==> src/rtl/alu_exec_unit.sv <==
// EX-stage ALU: aluop/funct decode, single-cycle logic/arith/shift ops and an iterative
// shift-add multiplier, all results leaving through a one-entry valid/ready output register.
module alu_exec_unit #(
  parameter int unsigned WIDTH    = 32,
  parameter int unsigned MUL_STEP = 1
) (
  input  logic             clk_i,
  input  logic             rst_i,
  input  logic             flush_i,
  input  logic             valid_i,
  output logic             ready_o,
  input  logic [1:0]       aluop_i,
  input  logic [4:0]       funct_i,
  input  logic [WIDTH-1:0] src1_i,
  input  logic [WIDTH-1:0] src2_i,
  output logic             valid_o,
  input  logic             ready_i,
  output logic [WIDTH-1:0] result_o,
  output logic             zero_o,
  output logic             illegal_o,
  output logic             busy_o
);

  localparam int unsigned K    = WIDTH / MUL_STEP;
  localparam int unsigned CntW = $clog2(K) + 1;
  localparam int unsigned ShW  = $clog2(WIDTH);

  typedef enum logic [3:0] {
    OpAdd, OpSub, OpMul, OpAnd, OpOr, OpXor, OpSll, OpSrl, OpIll
  } op_e;

  typedef enum logic [0:0] {StIdle, StMul} state_e;

  state_e            state_q, state_d;
  logic              valid_q, valid_d;
  logic [WIDTH-1:0]  result_q, result_d;
  logic              zero_q, zero_d;
  logic              illegal_q, illegal_d;
  logic [CntW-1:0]   cnt_q, cnt_d;
  logic [WIDTH-1:0]  acc_q, acc_d;
  logic [WIDTH-1:0]  mcand_q, mcand_d;
  logic [WIDTH-1:0]  mplier_q, mplier_d;

  op_e               op;
  logic [WIDTH-1:0]  alu_res;
  logic              alu_ill;
  logic [WIDTH-1:0]  step_sum;
  logic [ShW-1:0]    shamt;
  logic              accept;

  assign busy_o  = (state_q == StMul);
  assign ready_o = !busy_o && (!valid_q || ready_i);
  assign accept  = valid_i && ready_o;
  assign shamt   = src2_i[ShW-1:0];

  always_comb begin
    op = OpAdd;
    unique case (aluop_i)
      2'b00, 2'b11: op = OpAdd;
      2'b01:        op = OpSub;
      2'b10: begin
        case (funct_i)
          5'b00000: op = OpAdd;
          5'b10000: op = OpSub;
          5'b01000: op = OpMul;
          5'b00111: op = OpAnd;
          5'b00110: op = OpOr;
          5'b00100: op = OpXor;
          5'b00001: op = OpSll;
          5'b00101: op = OpSrl;
          default:  op = OpIll;
        endcase
      end
      default: op = OpAdd;
    endcase
  end

  always_comb begin
    alu_res = '0;
    alu_ill = 1'b0;
    case (op)
      OpAdd:   alu_res = src1_i + src2_i;
      OpSub:   alu_res = src1_i - src2_i;
      OpAnd:   alu_res = src1_i & src2_i;
      OpOr:    alu_res = src1_i | src2_i;
      OpXor:   alu_res = src1_i ^ src2_i;
      OpSll:   alu_res = src1_i << shamt;
      OpSrl:   alu_res = src1_i >> shamt;
      OpIll:   alu_ill = 1'b1;
      default: alu_res = '0;
    endcase
  end

  // One shift-add step: fold MUL_STEP multiplier bits into the accumulator.
  always_comb begin
    step_sum = acc_q;
    for (int unsigned i = 0; i < MUL_STEP; i++) begin
      if (mplier_q[i]) begin
        step_sum = step_sum + (mcand_q << i);
      end
    end
  end

  always_comb begin
    state_d   = state_q;
    valid_d   = valid_q;
    result_d  = result_q;
    zero_d    = zero_q;
    illegal_d = illegal_q;
    cnt_d     = cnt_q;
    acc_d     = acc_q;
    mcand_d   = mcand_q;
    mplier_d  = mplier_q;

    if (valid_q && ready_i) begin
      valid_d = 1'b0;
    end

    unique case (state_q)
      StIdle: begin
        if (accept) begin
          if (op == OpMul) begin
            state_d  = StMul;
            acc_d    = '0;
            mcand_d  = src1_i;
            mplier_d = src2_i;
            cnt_d    = CntW'(K);
          end else begin
            valid_d   = 1'b1;
            result_d  = alu_res;
            zero_d    = (alu_res == '0);
            illegal_d = alu_ill;
          end
        end
      end
      StMul: begin
        acc_d    = step_sum;
        mcand_d  = mcand_q << MUL_STEP;
        mplier_d = mplier_q >> MUL_STEP;
        cnt_d    = cnt_q - 1'b1;
        // Output register is guaranteed free here: MUL was only accepted when it would drain.
        if (cnt_q == CntW'(1)) begin
          state_d   = StIdle;
          valid_d   = 1'b1;
          result_d  = step_sum;
          zero_d    = (step_sum == '0);
          illegal_d = 1'b0;
        end
      end
      default: state_d = StIdle;
    endcase

    if (flush_i) begin
      state_d   = StIdle;
      valid_d   = 1'b0;
      illegal_d = 1'b0;
    end
  end

  always_ff @(posedge clk_i) begin
    if (!rst_i) begin
      state_q   <= StIdle;
      valid_q   <= 1'b0;
      result_q  <= '0;
      zero_q    <= 1'b0;
      illegal_q <= 1'b0;
      cnt_q     <= '0;
      acc_q     <= '0;
      mcand_q   <= '0;
      mplier_q  <= '0;
    end else begin
      state_q   <= state_d;
      valid_q   <= valid_d;
      result_q  <= result_d;
      zero_q    <= zero_d;
      illegal_q <= illegal_d;
      cnt_q     <= cnt_d;
      acc_q     <= acc_d;
      mcand_q   <= mcand_d;
      mplier_q  <= mplier_d;
    end
  end

  assign valid_o   = valid_q;
  assign result_o  = result_q;
  assign zero_o    = zero_q;
  assign illegal_o = illegal_q;

endmodule

==> config.mk <==
export PLATFORM = sky130hd
export DESIGN_NAME = alu_exec_unit
export DESIGN_NICKNAME = d
export VERILOG_FILES = /design/src/rtl/alu_exec_unit.sv
export SDC_FILE = /design/constraint.sdc
export NUM_CORES = 1
export LEC_CHECK = 0
export BUFFER_PORTS_ARGS = -buffer_cell sky130_fd_sc_hd__buf_2
export CORE_UTILIZATION = 55
export DETAILED_ROUTE_END_ITERATION = 7
export MAX_ROUTING_LAYER = met4
export PLACE_DENSITY = 0.76
export SETUP_SLACK_MARGIN = 0.3
export SYNTH_ARGS = -nofsm -noshare
export SYNTH_HDL_FRONTEND = slang
export SYNTH_SLANG_ARGS = --single-unit
==> constraint.sdc <==
create_clock -name clk_i -period 7.55 [get_ports clk_i]
set_clock_uncertainty 0.15 [all_clocks]
set_input_delay 0.755 -clock clk_i [delete_from_list [all_inputs] [get_ports clk_i]]
set_output_delay 0.755 -clock clk_i [all_outputs]
set_load 0.005 [all_outputs]
; Word level (Yosys, flattened, before mapping)
; Memory sizes are Yosys's and may differ from the RTL's.
; Index checks and enable logic that the tools add are counted.
[op_classes]
add_sub_neg = 4
eq_ne = 16
bitwise = 5
shifts = 2
mux = 37
reduce_logical = 14
[op_table]
columns = operator, count
row1 = two-way mux 32 bit, 10
row2 = case mux 32 bit (2 select lines), 4
row3 = case mux 32 bit (7 select lines), 1
row4 = adder 32 bit, 2
row5 = logical NOT 32 bit, 2
row6 = bitwise AND 32 bit, 1
row7 = bitwise OR 32 bit, 1
row8 = left shift 32 x 5 -> 32 bit, 1
row9 = right shift 32 x 5 -> 32 bit, 1
row10 = subtractor 32 bit, 1
row11 = bitwise XOR 32 bit, 1
row12 = "== test 4 x 3 -> 1 bit, second input constant", 4
row13 = two-way mux 1 bit, 14
row14 = two-way mux 6 bit, 2
row15 = case mux 4 bit (3 select lines), 1
row16 = case mux 6 bit (2 select lines), 1
row17 = "== test 4 x 2 -> 1 bit, second input constant", 2
row18 = case mux 1 bit (2 select lines), 4
row19 = "== test 6 x 1 -> 1 bit, second input constant", 1
row20 = "!= test 2 bit, second input constant", 3
row21 = "subtractor 6 x 1 -> 6 bit, second input constant", 1
row22 = "== test 2 bit, second input constant", 2
row23 = "== test 4 x 1 -> 1 bit, second input constant", 1
row24 = "== test 4 bit, second input constant", 1
row25 = other kinds (11), 16
[word_totals]
reg_bits = 138
out_inout_bits = 37
elab_cells = 88
romBits = 128
memories = 1
[mem_list]
columns = memory, depth, word_bits, rd, rd_ports_with_merged_regs, wr, line_no
row1 = (no name shown), 32, 4, 1, 0, 0, 62  ; case (funct_i)

; Depth between registers and ports, before layout
[logic_depth]
ltp_word = 9
depth_mapped = 25
mapped_depth_nobuf = 21

; Worst setup path after synthesis
; OpenSTA, ideal clock, no wires.
[synth_path]
path_kind = input to register
from = input aluop_i[0]
to = register zero_q, in the netlist zero_o
stages = 21
arrival_time_ns = 5.266
required_ns = 7.327
setup_time_ns = 0.073
n_path_buf = 2
path_slack_ns = 2.060
path_cell_list = inv_1 -> ha_1 -> nand2b_1 -> a21oi_1 -> clkbuf_1 -> nor3_1 -> clkbuf_1 -> nor2_1 -> xnor2_1 -> ha_1 -> and2_1 -> a221oi_1 -> nand2_1 -> xor2_1 -> a221o_1 -> nor4bb_1 -> nand4_1 -> or4_1 -> nor4_1 -> nand2_1 -> o211ai_2
[synth_via]
elab_chain_cells = 9
elab_cells_between_ends = 21
[synth_rtl]
columns = element, line_no
row1 = start: declaration, 12  ; input logic [1:0] aluop_i,
row2 = == test 2 bit or logical NOT 2 bit (tied branches), 58  ; unique case (aluop_i)
row3 = OR reduction 2 bit, 58
row4 = case mux 4 bit (3 select lines) (*), 58
row5 = "== test 4 x 3 -> 1 bit, or another cell as far along", 81  ; case (op)
row6 = case mux 32 bit (7 select lines), 81
row7 = logical NOT 32 bit, 131  ; zero_d = (alu_res == '0);
row8 = two-way mux 1 bit, 122  ; if (op == OpMul) begin
row9 = two-way mux 1 bit, 121  ; if (accept) begin
row10 = case mux 1 bit (2 select lines), 119  ; unique case (state_q)
row11 = end signal: assignment, 175  ; zero_q <= zero_d;
row12 = end: declaration, 37  ; logic zero_q, zero_d;
; Mark *: on every way between the ends. The rest lies on a longest branch, timed or not. The select of a mux whose other input is x is not followed.
; A chain may end at the register's enable or synchronous reset.

; Final worst setup path
; Ends and elaborated chain as after synthesis.

==> metrics.md <==
| Metric | Value |
|---|---|
| Initial antenna violation count | 1 |
| Root buffer cell | clkbuf_16 |
| Gate Count Post-Synth | 2,143 |
| RSZ-0062 raised after global routing | false |
| Remaining Overflow, GRT | 0 |
| CP max-delay cell | nor3_2 |
| Global-route wire length before repair | 109,000 microns |
| Leakage power | 6.91 nW |
| Wire length on met3 | 10,200 microns |
| Top delay family on crit path | simple AND/OR/NAND/NOR gates |
| Max FO, Critical Path | 21 |
| Area Overhead vs Synth | 7.95% |
| Pwr dens | 153 nW/um^2 |
| Antenna Violating Nets Remaining | 0 |
| Worst path required time | 7.80 ns |
| Fraction of layout instances using a drive strength above 1 | 13.5% |
| Core area | 28,700 sq um |
| Peak Freq | 167 MHz |
| Status | completed |
| Latest clock arrival within the worst-skew pair | 0.46 ns |
| Post-synth EDFFs | 0 |
| Seq/Total Area, Yosys | 17.2% |
| Die area | 29,900 sq um |
| Clk sinks | 138 |
| Post-cts hold buffer count | 0 |
| CP bufs+invs | 3 |
| Largest net degree at the start of global routing | 90 |
| Max-cap viol count | 0 |
| Post-CTS sizing | 0 |
| CP max stage delay | 0.87 ns |
| Post-CTS setup buffer count | 0 |
| CTS tree | built |
| Most common flop cell mapped by yosys | dfxtp_1 |
| Io pins | 113 |
| Vias per Instance | 7.27 |
| Detailed-routed wire length on met2 | 30,400 microns |
| Number of setup violations in the final report | 0 |
| Synth async-reset ratio | 0% |
| Syn avg cell area | 7.49 sq um |
| Deepest level of the CTS H-tree | 4 |
| IO Port Bufs | 112 |
| Hold Crit Class | reg2reg |
| Setup Crit Path Kind | in2reg |
| GR Util All Layers | 49.8% |
| Initial Util | 55.9% |
| Num CTS Buffers | 17 |
| Initial DRC Count | 3,002 |
| Vias | 18,600 |
| Final Hold Vio Count | 0 |
| CP Cell Sequence | buf_2 > inv_1 > ha_1 > nor2b_1 > a21oi_2 > buf_4 > nor3_2 > a21oi_1 > xnor2_1 > ha_1 > and2_1 > a221oi_1 > nand2_1 > xor2_1 > a221o_1 > nor4bb_1 > nand4_1 > or4_1 > nor4_1 > nand2_1 > o211ai_2 |
| Setup TNS | 0 ns |
| Synthesized Nets | 2,353 |
| Ys Warns | 0 |
| DP HPWL | 53,400 microns |
| Nets | 2,366 |
| Die X | 173 microns |
| VDD IR max | 0.154 mV |
| Maximum clock insertion buffer count | 2 |
| Fin Hold WS | 0.300 ns |
| Slew headroom | 15.1% |
| Mapped cell area | 16,000 sq um |
| # DRC | 0 |
| Pre-Repair DR Iteration Count | 7 |
| Time the worst path needs with I/O delays and setup | 5.99 ns |
| Final worst path period share | 79.3% |
| Synth cell types | 90 |
| #FFs+latches synth | 138 |
| Crit. End Element | flip-flop |
| DR top layer | met4 |
| WL/cell | 28.8 microns |
| Startpoint class of the critical path | primary input |
| Worst-Margin Slew | 1.24 ns |
| RD Place Congestion | 1.13 |
| Final WL | 73,600 microns |
| Chip height | 173 microns |
| Clock transition at path regs | 0.07 ns |
| Vias in the first global route | 17,100 |
| Wl on met1 | 27,500 microns |
| Max-slew violations | 0 |
| Rows | 62 |
| Crit path DAT | 6.23 ns |
flip-flops by register name, summed over array words and instances, names as in the netlist:
name	cells
acc_q	32
mcand_q	32
mplier_q	32
result_o	32
cnt_q	6
busy_o	1
illegal_o	1
valid_o	1
zero_o	1
where the power goes:
group | internal, mW | switching (mW)
clock network | 0.437 | 0.420
logic | 0.361 | 0.659
registers | 0.751 | 0.0190
total | 1.55 | 1.10
path summary, 6_finish.rpt:
check,to,slack [ns],startpoint,cells past startpoint
setup / recovery,zero_o,1.56,aluop_i[0],21
hold / removal,result_o[15],0.30,result_o[15],2
hold reg to reg,result_o[15],0.30,result_o[15],2
setup reg to reg,zero_o,3.20,acc_q[0],13
cells by family after synthesis:
family / share of synthesized area (%)
buffers and inverters: 6.07
adder cells (fa/ha/maj): 10.5
AND/OR/NAND/NOR: 20.3
flip-flops: 17.2
XOR/XNOR: 3.71
AO/OA/AOI/OAI: 29.2
multiplexers: 13.0
cell usage in the layout, fill, tap and decap left out, types with 19 or more instances in the layout:
cell,netlist,final
a211oi_1,35,35
a21oi_1,217,215
a221oi_1,20,20
a22oi_1,78,78
and2_1,20,19
buf_2,17,111
buf_4,3,33
dfxtp_1,138,136
ha_1,132,132
inv_1,90,89
mux2_2,40,40
mux2i_1,72,72
mux4_2,37,37
nand2_1,276,276
nand2b_1,30,30
nand3_1,40,40
nand4_1,22,22
nor2_1,177,175
nor3_1,43,41
o211ai_1,33,33
o21ai_0,101,101
o22ai_1,20,20
xnor2_1,54,54
cell usage after synthesis, types with 8 or more instances:
cell type / count / area (sq um)
mux2_2: 40 / 450
clkbuf_1: 114 / 428
nor4_1: 13 / 81.3
o211ai_1: 33 / 248
a21o_1: 16 / 120
nand2_1: 276 / 1040
inv_1: 90 / 338
a21oi_1: 217 / 1090
nand4_1: 22 / 138
mux2i_1: 72 / 721
o2111ai_1: 12 / 105
or3_1: 8 / 50.1
xor2_1: 14 / 123
and3_1: 13 / 81.3
a22oi_1: 78 / 586
a221o_1: 9 / 90.1
nor2_1: 177 / 664
o21a_1: 11 / 82.6
a211oi_1: 35 / 263
or2_2: 9 / 56.3
mux4_2: 37 / 833
nor3_1: 43 / 215
xnor2_1: 54 / 473
ha_1: 132 / 1650
buf_1: 12 / 45.0
a211o_1: 14 / 123
nor2b_1: 15 / 93.8
buf_2: 17 / 85.1
dfxtp_1: 138 / 2760
nand3_1: 40 / 200
a221oi_1: 20 / 175
a31oi_1: 17 / 106
o21ai_1: 10 / 50.1
o21ai_0: 101 / 505
o221ai_1: 11 / 96.3
nand2b_1: 30 / 188
and2_1: 20 / 125
o22ai_1: 20 / 125
worst min-delay path, cell delays in order (launching register included):
cell	delay [ns]
dfxtp_1	0.31
nand2_1	0.05
a21oi_1	0.05
final cells by class:
cell class                      count  area [sq um]
Clock inverter                     15           149
Timing Repair Buffer              144           803
Tap cell                          384           480
Antenna cell                        2          5.00
Inverter                           93           350
Clock buffer                       17           425
Fill cell                        2623         11400
Multi-Input combinational cell   1762         12300
Sequential cell                   138          2770
stage by stage:
step / util [%] / setup slack (ns) / std cells / instance area (sq um) / power, mW
6_report: 60.4 / 1.56 / 2555 / 17300 / 2.65
5_1_grt: 60.3 / 1.27 / 2554 / 17300 / 2.72
4_1_cts: 60.3 / 1.72 / 2553 / 17300 / 2.60
3_5_place_dp: 58.3 / 1.25 / 2521 / 16700 / 1.75
3_3_place_gp: 58.3 / 1.36 / 2521 / 16700 / 1.75
2_1_floorplan: - / 2.06 / 2143 / 16000 / 1.40
layer usage:
layer	vias up	GRT usage, %
met5	-	-
li1	8033	-
met3	353	15.9
met4	0	31.2
met2	1467	70.4
met1	8724	61.1
(Power assumes the default switching activity.)
